File: src/rtl/cellcore_cfg_loader_if.sv
// Programming-side bundle for the cellcore configuration loader.
// Combinational wiring only, no latency.
// tready_v is the only backpressure: bits offered while it is low are not taken.
interface cellcore_cfg_loader_if #(
    parameter int NCELLS = 16
);
    logic                   start_v;
    logic                   abort_v;
    logic                   tdi_v;
    logic                   tvalid_v;
    logic                   tready_v;
    logic                   busy_v;
    logic                   done_v;
    logic                   err_v;
    logic [NCELLS*20-1:0]   cfg_mux;

    // Programming interface / bitstream source side
    modport master (
        output start_v,
        output abort_v,
        output tdi_v,
        output tvalid_v,
        input  tready_v,
        input  busy_v,
        input  done_v,
        input  err_v,
        input  cfg_mux
    );

    // Loader side
    modport slave (
        input  start_v,
        input  abort_v,
        input  tdi_v,
        input  tvalid_v,
        output tready_v,
        output busy_v,
        output done_v,
        output err_v,
        output cfg_mux
    );
endinterface

File: src/rtl/cellcore_cfg_loader.sv
// Serial config loader: shifts 21-bit parity-checked frames per cell into a shadow, commits all cells atomically.
// One bit per accepted handshake; commit lands one cycle after the last parity bit (1 + 21*NCELLS + 1 minimum).
// tready_v is high only while shifting; gaps in tvalid_v simply stall the frame without changing state.
module cellcore_cfg_loader #(
    parameter int NCELLS = 16,
    parameter int CFGW   = 20
) (
    input  logic                   clk_v,
    input  logic                   rstn_v,
    cellcore_cfg_loader_if.slave   cfg_if
);

    localparam int SW = NCELLS * CFGW;
    localparam int CW = (NCELLS > 1) ? $clog2(NCELLS) : 1;

    localparam logic [1:0] ST_IDLE   = 2'd0;
    localparam logic [1:0] ST_SHIFT  = 2'd1;
    localparam logic [1:0] ST_COMMIT = 2'd2;

    localparam logic [4:0]    PAR_BIT   = 5'(CFGW);
    localparam logic [CW-1:0] LAST_CELL = CW'(NCELLS - 1);

    // Elaboration-time guard on the fixed frame geometry and array size
    if (CFGW != 20) begin : g_bad_cfgw
        $error("cellcore_cfg_loader: CFGW must be 20");
    end
    if (NCELLS < 1 || NCELLS > 64) begin : g_bad_ncells
        $error("cellcore_cfg_loader: NCELLS must be in 1..64");
    end

    logic [1:0]    state_q,  state_d;
    logic [4:0]    bit_q,    bit_d;
    logic [CW-1:0] cell_q,   cell_d;
    logic          par_q,    par_d;
    logic          err_q,    err_d;
    logic          done_q,   done_d;
    logic [SW-1:0] shadow_q, shadow_d;
    logic [SW-1:0] cfg_q,    cfg_d;

    logic          accept;

    assign accept = (state_q == ST_SHIFT) && cfg_if.tvalid_v;

    // Next-state logic: frame assembly, parity check and the atomic commit
    always_comb begin
        state_d  = state_q;
        bit_d    = bit_q;
        cell_d   = cell_q;
        par_d    = par_q;
        err_d    = err_q;
        done_d   = 1'b0;
        shadow_d = shadow_q;
        cfg_d    = cfg_q;

        case (state_q)
            ST_IDLE: begin
                // start wins over a simultaneous abort here; abort has nothing to cancel
                if (cfg_if.start_v) begin
                    state_d  = ST_SHIFT;
                    err_d    = 1'b0;
                    bit_d    = 5'd0;
                    cell_d   = '0;
                    par_d    = 1'b0;
                    shadow_d = '0;
                end
            end

            ST_SHIFT: begin
                if (cfg_if.abort_v) begin
                    // Shadow contents are dropped; the next start clears them anyway
                    state_d = ST_IDLE;
                end else if (accept) begin
                    if (bit_q == PAR_BIT) begin
                        bit_d = 5'd0;
                        if (par_q ^ cfg_if.tdi_v) begin
                            err_d   = 1'b1;
                            state_d = ST_IDLE;
                        end else if (cell_q == LAST_CELL) begin
                            state_d = ST_COMMIT;
                        end else begin
                            cell_d = cell_q + 1'b1;
                            par_d  = 1'b0;
                        end
                    end else begin
                        // Config bit lands directly in its final shadow position
                        for (int k = 0; k < NCELLS; k++) begin
                            for (int b = 0; b < CFGW; b++) begin
                                if (cell_q == CW'(k) && bit_q == 5'(b)) begin
                                    shadow_d[k*CFGW + b] = cfg_if.tdi_v;
                                end
                            end
                        end
                        par_d = par_q ^ cfg_if.tdi_v;
                        bit_d = bit_q + 5'd1;
                    end
                end
            end

            ST_COMMIT: begin
                state_d = ST_IDLE;
                if (!cfg_if.abort_v) begin
                    cfg_d  = shadow_q;
                    done_d = 1'b1;
                end
            end

            default: begin
                state_d = ST_IDLE;
            end
        endcase
    end

    // State registers with synchronous active-low reset
    always_ff @(posedge clk_v) begin
        if (!rstn_v) begin
            state_q  <= ST_IDLE;
            bit_q    <= 5'd0;
            cell_q   <= '0;
            par_q    <= 1'b0;
            err_q    <= 1'b0;
            done_q   <= 1'b0;
            shadow_q <= '0;
            cfg_q    <= '0;
        end else begin
            state_q  <= state_d;
            bit_q    <= bit_d;
            cell_q   <= cell_d;
            par_q    <= par_d;
            err_q    <= err_d;
            done_q   <= done_d;
            shadow_q <= shadow_d;
            cfg_q    <= cfg_d;
        end
    end

    assign cfg_if.tready_v = (state_q == ST_SHIFT);
    assign cfg_if.busy_v   = (state_q == ST_SHIFT) || (state_q == ST_COMMIT);
    assign cfg_if.done_v   = done_q;
    assign cfg_if.err_v    = err_q;
    assign cfg_if.cfg_mux  = cfg_q;

endmodule

File: src/flat_wrapper.sv
// flat-port wrapper written by rule: the top's interface ports become plain ports
module cellcore_cfg_loader_flat 
#(
    parameter int NCELLS = 16,
    parameter int CFGW   = 20
)
  (clk_v, rstn_v, cfg_if_start_v, cfg_if_abort_v, cfg_if_tdi_v, cfg_if_tvalid_v, cfg_if_tready_v, cfg_if_busy_v, cfg_if_done_v, cfg_if_err_v, cfg_if_cfg_mux);
  cellcore_cfg_loader_if #(.NCELLS(NCELLS)) cfg_if_i ();
  input  logic clk_v;
  input  logic rstn_v;
  input wire logic [$bits(cfg_if_i.start_v)-1:0] cfg_if_start_v;
  input wire logic [$bits(cfg_if_i.abort_v)-1:0] cfg_if_abort_v;
  input wire logic [$bits(cfg_if_i.tdi_v)-1:0] cfg_if_tdi_v;
  input wire logic [$bits(cfg_if_i.tvalid_v)-1:0] cfg_if_tvalid_v;
  output wire logic [$bits(cfg_if_i.tready_v)-1:0] cfg_if_tready_v;
  output wire logic [$bits(cfg_if_i.busy_v)-1:0] cfg_if_busy_v;
  output wire logic [$bits(cfg_if_i.done_v)-1:0] cfg_if_done_v;
  output wire logic [$bits(cfg_if_i.err_v)-1:0] cfg_if_err_v;
  output wire logic [$bits(cfg_if_i.cfg_mux)-1:0] cfg_if_cfg_mux;
  assign cfg_if_i.start_v = cfg_if_start_v;
  assign cfg_if_i.abort_v = cfg_if_abort_v;
  assign cfg_if_i.tdi_v = cfg_if_tdi_v;
  assign cfg_if_i.tvalid_v = cfg_if_tvalid_v;
  assign cfg_if_tready_v = cfg_if_i.tready_v;
  assign cfg_if_busy_v = cfg_if_i.busy_v;
  assign cfg_if_done_v = cfg_if_i.done_v;
  assign cfg_if_err_v = cfg_if_i.err_v;
  assign cfg_if_cfg_mux = cfg_if_i.cfg_mux;
  cellcore_cfg_loader #(.NCELLS(NCELLS), .CFGW(CFGW)) u_core (.clk_v(clk_v), .rstn_v(rstn_v), .cfg_if(cfg_if_i));
endmodule
File: config.mk
export PLATFORM = sky130hd
export DESIGN_NAME = cellcore_cfg_loader_flat
export DESIGN_NICKNAME = d
export VERILOG_FILES = /design/src/rtl/cellcore_cfg_loader_if.sv /design/src/rtl/cellcore_cfg_loader.sv /design/src/flat_wrapper.sv
export SDC_FILE = /design/constraint.sdc
export NUM_CORES = 1
export LEC_CHECK = 0
export CELL_PAD_IN_SITES_DETAIL_PLACEMENT = 1
export CELL_PAD_IN_SITES_GLOBAL_PLACEMENT = 2
export CORE_MARGIN = 1.5
export CORE_UTILIZATION = 34
export CTS_BUF_LIST = sky130_fd_sc_hd__clkbuf_2 sky130_fd_sc_hd__clkbuf_4 sky130_fd_sc_hd__clkbuf_8
export DETAILED_ROUTE_END_ITERATION = 6
export GPL_ROUTABILITY_DRIVEN = 0
export PLACE_DENSITY = 0.84
export SLEW_MARGIN = 0
export SYNTH_ARGS = -nofsm -noshare
export SYNTH_HDL_FRONTEND = slang
export SYNTH_SLANG_ARGS = --single-unit
export TNS_END_PERCENT = 20
File: constraint.sdc
create_clock -name clk_v -period 2.9 [get_ports clk_v]
set_input_delay 0.58 -clock clk_v [delete_from_list [all_inputs] [get_ports clk_v]]
set_output_delay 0.58 -clock clk_v [all_outputs]
set_load 0.1 [all_outputs]
==> metrics, run 1 <==
Power Density 662.5 mW/mm^2; Synth Flop Type dfxtp_1; Setup Buffers After CTS 0; core area 0.07432 mm^2; antenna violations before repair 6; Die ar. 0.07673 mm^2; first-pass GRT wire length 157.2 mm; clk sinks 654; DPL Wire Length 68.14 mm; mapped cell area 0.02553 mm^2; final worst-path cycle share 0.9723; synthesized instance count 3020; post-layout minimum cycle time 2.820 ns; Fin. Hold Viols 0; Worst Path Arrival 2.24 ns; latest clock arrival within the worst-skew pair 0.76 ns; final-report setup violation count 0; CP Class reg2out; Avg WL per Cell 24.55 um; grt total ovfl 0; Fin Clk Skew 0.04117 ns; Root Driver clkbuf_8; Synth Area per Inst 8.453 um^2; non-filler cells, final 4285; P&R area growth vs syn 24.18%; Fillers 8683; maximum number of pins on one net before global-route repair 143; CTS buffer count 113; # DRC 0; Hold Slack 0.2748 ns; Row Count 100; number of nets in the layout 3252; ys async rst share 0; drt total wl 105.2 mm; distinct cell type count after synthesis 46; Hold Crit Class in2reg; Initial Utilization 0.3435; die height 277.0 um; #FFs+latches synth 654; post-placement cell count 4087; cts hold-fix bufs 0; 1st-pass router iterations 5; Port Buffers 329; required time of the critical path 2.32 ns; Final Max Slew Viols 0; Post-DRT Antenna Nets 0; max cap viols 0; slew of the pin with the lowest slew margin 0.9313 ns; clock slew seen by the registers of the worst setup and hold paths 0.07 ns; Worst path top cell family by delay buffers and inverters; number of enable flip-flop cells after synthesis 0; via density per instance 5.691; CP max-delay cell ha_4; number of global-route vias before repair 24639; Crit path buffers/inverters 3; Die W 277.0 um; RSZ-0062 raised after global routing yes; max incr delay on CP 0.42 ns; syn nets 3039; Fmax 354.6 MHz; CTS H-tree depth 3; CP Launch Type flop; crit path capture type primary output; Max-Slew Margin vs Limit 0.3791; Yosys warning count 0; CP Max Fanout 41; area occupied by multi-input gates 0.01126 mm^2; GRT Total Usage 0.2661; register area share after synthesis 0.5129; Worst IR Drop VDD 0.4023 mV; outcome finished clean; P_leak 11.51 nW; TritonCTS clock tree built; crit-path cells inv_1 -> ha_4 -> buf_6 -> buf_12; CTS max path bufs 3; I/O pins 330; Storage cell area 0.01309 mm^2; DR vias 24384; layout cells sized above 1 0.2000; 1st-iter DRT viols 1882
## registers in the layout (all words and copies together), names as in the netlist
signal	count
u_core.shadow_q	320
u_core.state_q	2
u_core.cfg_if.done_v	1
u_core.bit_q	5
u_core.cfg_if.cfg_mux	320
u_core.par_q	1
u_core.cell_q	4
u_core.cfg_if.err_v	1
## power breakdown
group / switching, mW / leakage, nW / internal, mW
clock network: 3.97 / 1.27 / 4.91
logic: 2.13 / 4.97 / 0.794
registers: 0.0817 / 5.27 / 9.11
total: 6.19 / 11.5 / 14.8
## what timing repair did
| item | CTS | global route |
|---|---|---|
| gates cloned | 0 | 0 |
| endpoints found under the setup margin | 7 | 1 |
| gates resized for setup | 2 | 0 |
## area by class of cell
class	count	area share
Tap cell	969	0.03825
Sequential cell	654	0.4130
Clock inverter	18	0.005210
Multi-Input combinational cell	2002	0.3553
Timing Repair Buffer	436	0.1153
Clock buffer	179	0.06962
Antenna cell	1	0.00007894
Inverter	26	0.003315
## cells in the final DEF (no fill, tap or decap), types with 8 or more instances in the layout
| master | instances |
|---|---|
| a21oi_1 | 345 |
| buf_12 | 29 |
| buf_4 | 401 |
| clkbuf_4 | 41 |
| clkbuf_8 | 138 |
| clkinv_2 | 8 |
| dfxtp_1 | 654 |
| ha_1 | 12 |
| inv_1 | 25 |
| mux2i_1 | 95 |
| nand2_1 | 842 |
| nand3_1 | 71 |
| nand3b_1 | 10 |
| o211ai_1 | 122 |
| o21ai_0 | 87 |
| o22ai_1 | 12 |
| o311ai_0 | 146 |
| o31ai_1 | 162 |
| or3_1 | 10 |
## path summary, 6_finish.rpt
| kind | end | cells past startpoint | slack [ns] | start |
|---|---|---|---|---|
| setup reg to reg | u_core.shadow_q[269] | 4 | 0.13 | u_core.bit_q[3] |
| hold reg to reg | u_core.cfg_if.cfg_mux[42] | 2 | 0.45 | u_core.shadow_q[42] |
| hold / removal | u_core.cfg_if.cfg_mux[100] | 3 | 0.27 | rstn_v |
| setup / recovery | cfg_if_tready_v | 4 | 0.08 | u_core.state_q[1] |
## worst reg2reg max path, delay by kind of cell, from the launching register on
kind               cells  cell delay (ns)
and+or+nand+nor        3             1.63
AOI/OAI and AO/OA      1             0.28
DFF                    1             0.76
## per-stage QoR
step	util	total power [mW]	instance area (um^2)	setup TNS [ns]	worst slack [ns]
finish	0.4265	21.00	31700	0	0.08028
global route	0.4265	21.80	31700	-0.001255	-0.001255
CTS	0.4265	21.16	31700	0	0.05019
detailed placement	0.3945	12.27	29320	-0.02016	-0.01212
global placement	0.3945	12.20	29320	0	0.1062
floorplan	-	11.24	25530	0	0.2288
## cells in the mapped netlist (5+ instances only)
master / count / area (um^2)
nor2b_1: 6 / 37.54
nand4bb_1: 7 / 78.83
nand3b_1: 10 / 75.07
dfxtp_1: 654 / 13090
nand3_1: 74 / 370.4
clkbuf_1: 317 / 1190
o311ai_0: 146 / 1279
and3b_1: 5 / 43.79
or3_1: 10 / 62.56
nor3b_1: 6 / 45.04
inv_1: 25 / 93.84
o21ai_0: 87 / 435.4
a21oi_1: 347 / 1737
ha_1: 13 / 162.7
nand2_1: 848 / 3183
a31oi_1: 5 / 31.28
o31ai_1: 162 / 1216
buf_1: 17 / 63.81
mux2i_1: 95 / 950.9
o22ai_1: 12 / 75.07
o211ai_1: 122 / 915.9
## routing by layer
layer | vias to the layer above | global-route usage | routed length [um]
met2 | 797 | 0.4487 | 50830
met5 | - | 0 | 66
li1 | 11084 | - | -
met3 | 191 | 0.04573 | 6180
met1 | 12302 | 0.3403 | 45030
met4 | 10 | 0.09707 | 3106
## cell families after synthesis
| family | count (synthesis) | share of synthesized area |
|---|---|---|
| flops | 654 | 0.5129 |
| xor+xnor | 2 | 0.0006863 |
| fa+ha+maj | 13 | 0.006372 |
| mux | 95 | 0.03725 |
| buf+inv | 364 | 0.05372 |
| compound gates | 895 | 0.2279 |
| simple gates | 997 | 0.1612 |
Note: power is estimated with default switching activity, not from simulation.
==> run 2: changes to the inputs <==
- SLEW_MARGIN: 0 -> 30
==> results of run 2 <==
The final DEF is identical to that of run 1; final timing and power are the same.
==> run 3: changes to the inputs <==
- ABC_CLOCK_PERIOD_IN_PS: default -> 3350
- CORE_UTILIZATION: 34 -> 37
- PLACE_DENSITY: 0.84 -> 0.9
- clock period: 2.9 -> 3.35 ns (I/O delays scaled with it)
==> metrics, run 3 (synthesis results as in run 1) <==
outcome finished clean; clk sinks 654 (unchanged); CP Max Fanout 91 (+120%); commonest non-fill, non-tap cell in the layout nand2_1; max cap viols 0 (unchanged); number of global-route vias before repair 24744 (+0.43%); Register-to-Register Setup Slack 0.37 ns (+0.24 ns); Post-DRT Antenna Nets 0 (unchanged); WHS Endpoint u_core.state_q[0]; RSZ-0062 raised after global routing no; number of nets in the layout 3227 (-0.77%); Hold Slack 0.3805 ns (+0.1057 ns); HP Start rstn_v; # DRC 0 (unchanged); P_leak 11.40 nW (-0.90%); Die W 265.7 um (-4.1%); dpl cell area 0.02889 mm^2 (-1.4%); P&R area growth vs syn 22.97%; R2R cell count 5 (+1); 1st-iter DRT viols 1659 (-12%); CTS max path bufs 3 (unchanged); die height 265.7 um (-4.1%); diodes inserted 0 (-1); hold path depth 3 (unchanged); setup ws final 0.2329 ns (+0.1526 ns); Final Instance Area 0.03139 mm^2 (-0.97%); core area 0.06847 mm^2 (-7.9%); I/O pins 330 (unchanged); Fin Clk Skew 0.05618 ns (+0.01501 ns); Fmax 320.8 MHz; clock slew seen by the registers of the worst setup and hold paths 0.07 ns (about the same); via density per instance 5.789 (+1.7%); Power Density 584.9 mW/mm^2 (-12%); slew of the pin with the lowest slew margin 1.039 ns (+0.1078 ns); Port Buffers 329 (unchanged); Avg WL per Cell 24.35 um (-0.84%); maximum number of pins on one net before global-route repair 159 (+11%); Fin. Hold Viols 0 (unchanged); CTS H-tree depth 3 (unchanged); Worst Path Arrival 2.45 ns (+0.21 ns); CTS buffer count 111 (-1.8%); 1st-pass router iterations 6 (+1); latest clock arrival within the worst-skew pair 0.75 ns (about the same); Setup Buffers After CTS 0 (unchanged); utilization after layout 0.4585 (+0.03198); Final Max Slew Viols 0 (unchanged); most frequent cells in the layout nand2_1, dfxtp_1, buf_4; Row Count 96 (-4.0%); final worst-path cycle share 0.9305; required time of the critical path 2.68 ns (+0.36 ns); DPL Wire Length 66.01 mm (-3.1%); CP Launch Type flop; Root Driver clkbuf_8; CP Class reg2out; setup TNS 0 ns (unchanged); Hold Crit Class in2reg; reg2reg end u_core.shadow_q[33]; worst r2r src u_core.bit_q[2]; drt total wl 101.7 mm (-3.3%); DR vias 24193 (-0.78%); dpl ws 0.3039 ns (+0.3160 ns); first-pass GRT wire length 153.0 mm (-2.7%); crit path capture type primary output; Fillers 7996 (-7.9%); Max-Slew Margin vs Limit 0.3072 (-0.07188); grt total ovfl 0 (unchanged); GRT Total Usage 0.2809 (+0.01480); antenna violations before repair 2 (-4); Initial Utilization 0.3729 (+0.02938); Worst IR Drop VDD 0.3184 mV (-21%); layout cells sized above 1 0.1935 (-0.006491); Die ar. 0.07058 mm^2 (-8.0%); TritonCTS clock tree built; post-layout minimum cycle time 3.117 ns; final-report setup violation count 0 (unchanged)
run 3: cell count changes in the layout (fill, tap and decap cells not counted), sizes merged:
cell,before,now
inv,30,29
clkinvlp,1,2
clkdlybuf4s50,4,8
clkinv,12,14
diode,1,0
buf,432,405
bufinv,1,4
run 3: worst max-delay path by stage:
stage,start,endpoint,slack (ns),cells after the start
after global routing,u_core.state_q[1],cfg_if_tready_v,0.14,4
after floorplan,u_core.state_q[1],u_core.shadow_q[101],0.37,9
after CTS,u_core.state_q[1],cfg_if_tready_v,0.18,4
after global placement,cfg_if_abort_v,u_core.shadow_q[54],0.43,5
final,u_core.state_q[1],cfg_if_tready_v,0.23,4
after detailed placement,cfg_if_abort_v,u_core.shadow_q[91],0.30,6
run 3: report_power, final:
| group | internal, mW | total [mW] | switching [mW] |
|---|---|---|---|
| Clock | 4.56 | 7.98 | 3.42 |
| Combinational | 0.620 | 2.42 | 1.80 |
| Sequential | 7.89 | 7.96 | 0.0746 |
| Total | 13.1 | 18.4 | 5.29 |
run 3: stage by stage:
stage,cells,power (mW)
floorplan,3020,9.729
global placement,3977,10.43
detailed placement,3977,10.50
CTS,4179,18.44
global route,4179,19.01
finish,4179,18.36
run 3: area by class of cell:
class | count | area [um^2] | area share
Sequential cell | 654 | 13090 | 0.4171
Multi-Input combinational cell | 2002 | 11230 | 0.3577
Timing Repair Buffer | 413 | 3366 | 0.1072
Clock buffer | 179 | 2251 | 0.07170
Tap cell | 882 | 1104 | 0.03515
Clock inverter | 23 | 245.2 | 0.007812
Inverter | 26 | 105.1 | 0.003348
run 3: per-layer routing:
layer  part of all wire  vias up  global-route usage
li1                   -    11021                   -
met1               0.42    12090              0.3555
met2               0.48      855              0.4665
met3              0.059      223             0.04777
met4              0.041        4              0.1305
met5            0.00028        -                   0
run 3: critical path: stages (launching register included):
cell	delay (ns)
dfxtp_1	0.33
inv_1	0.14
ha_4	0.25
buf_6	0.54
buf_4	0.42
run 3: timing repair:
item                       CTS  global route
gates resized for setup      1             0
setup endpoints to repair    1             0
hold buffers                 0             0
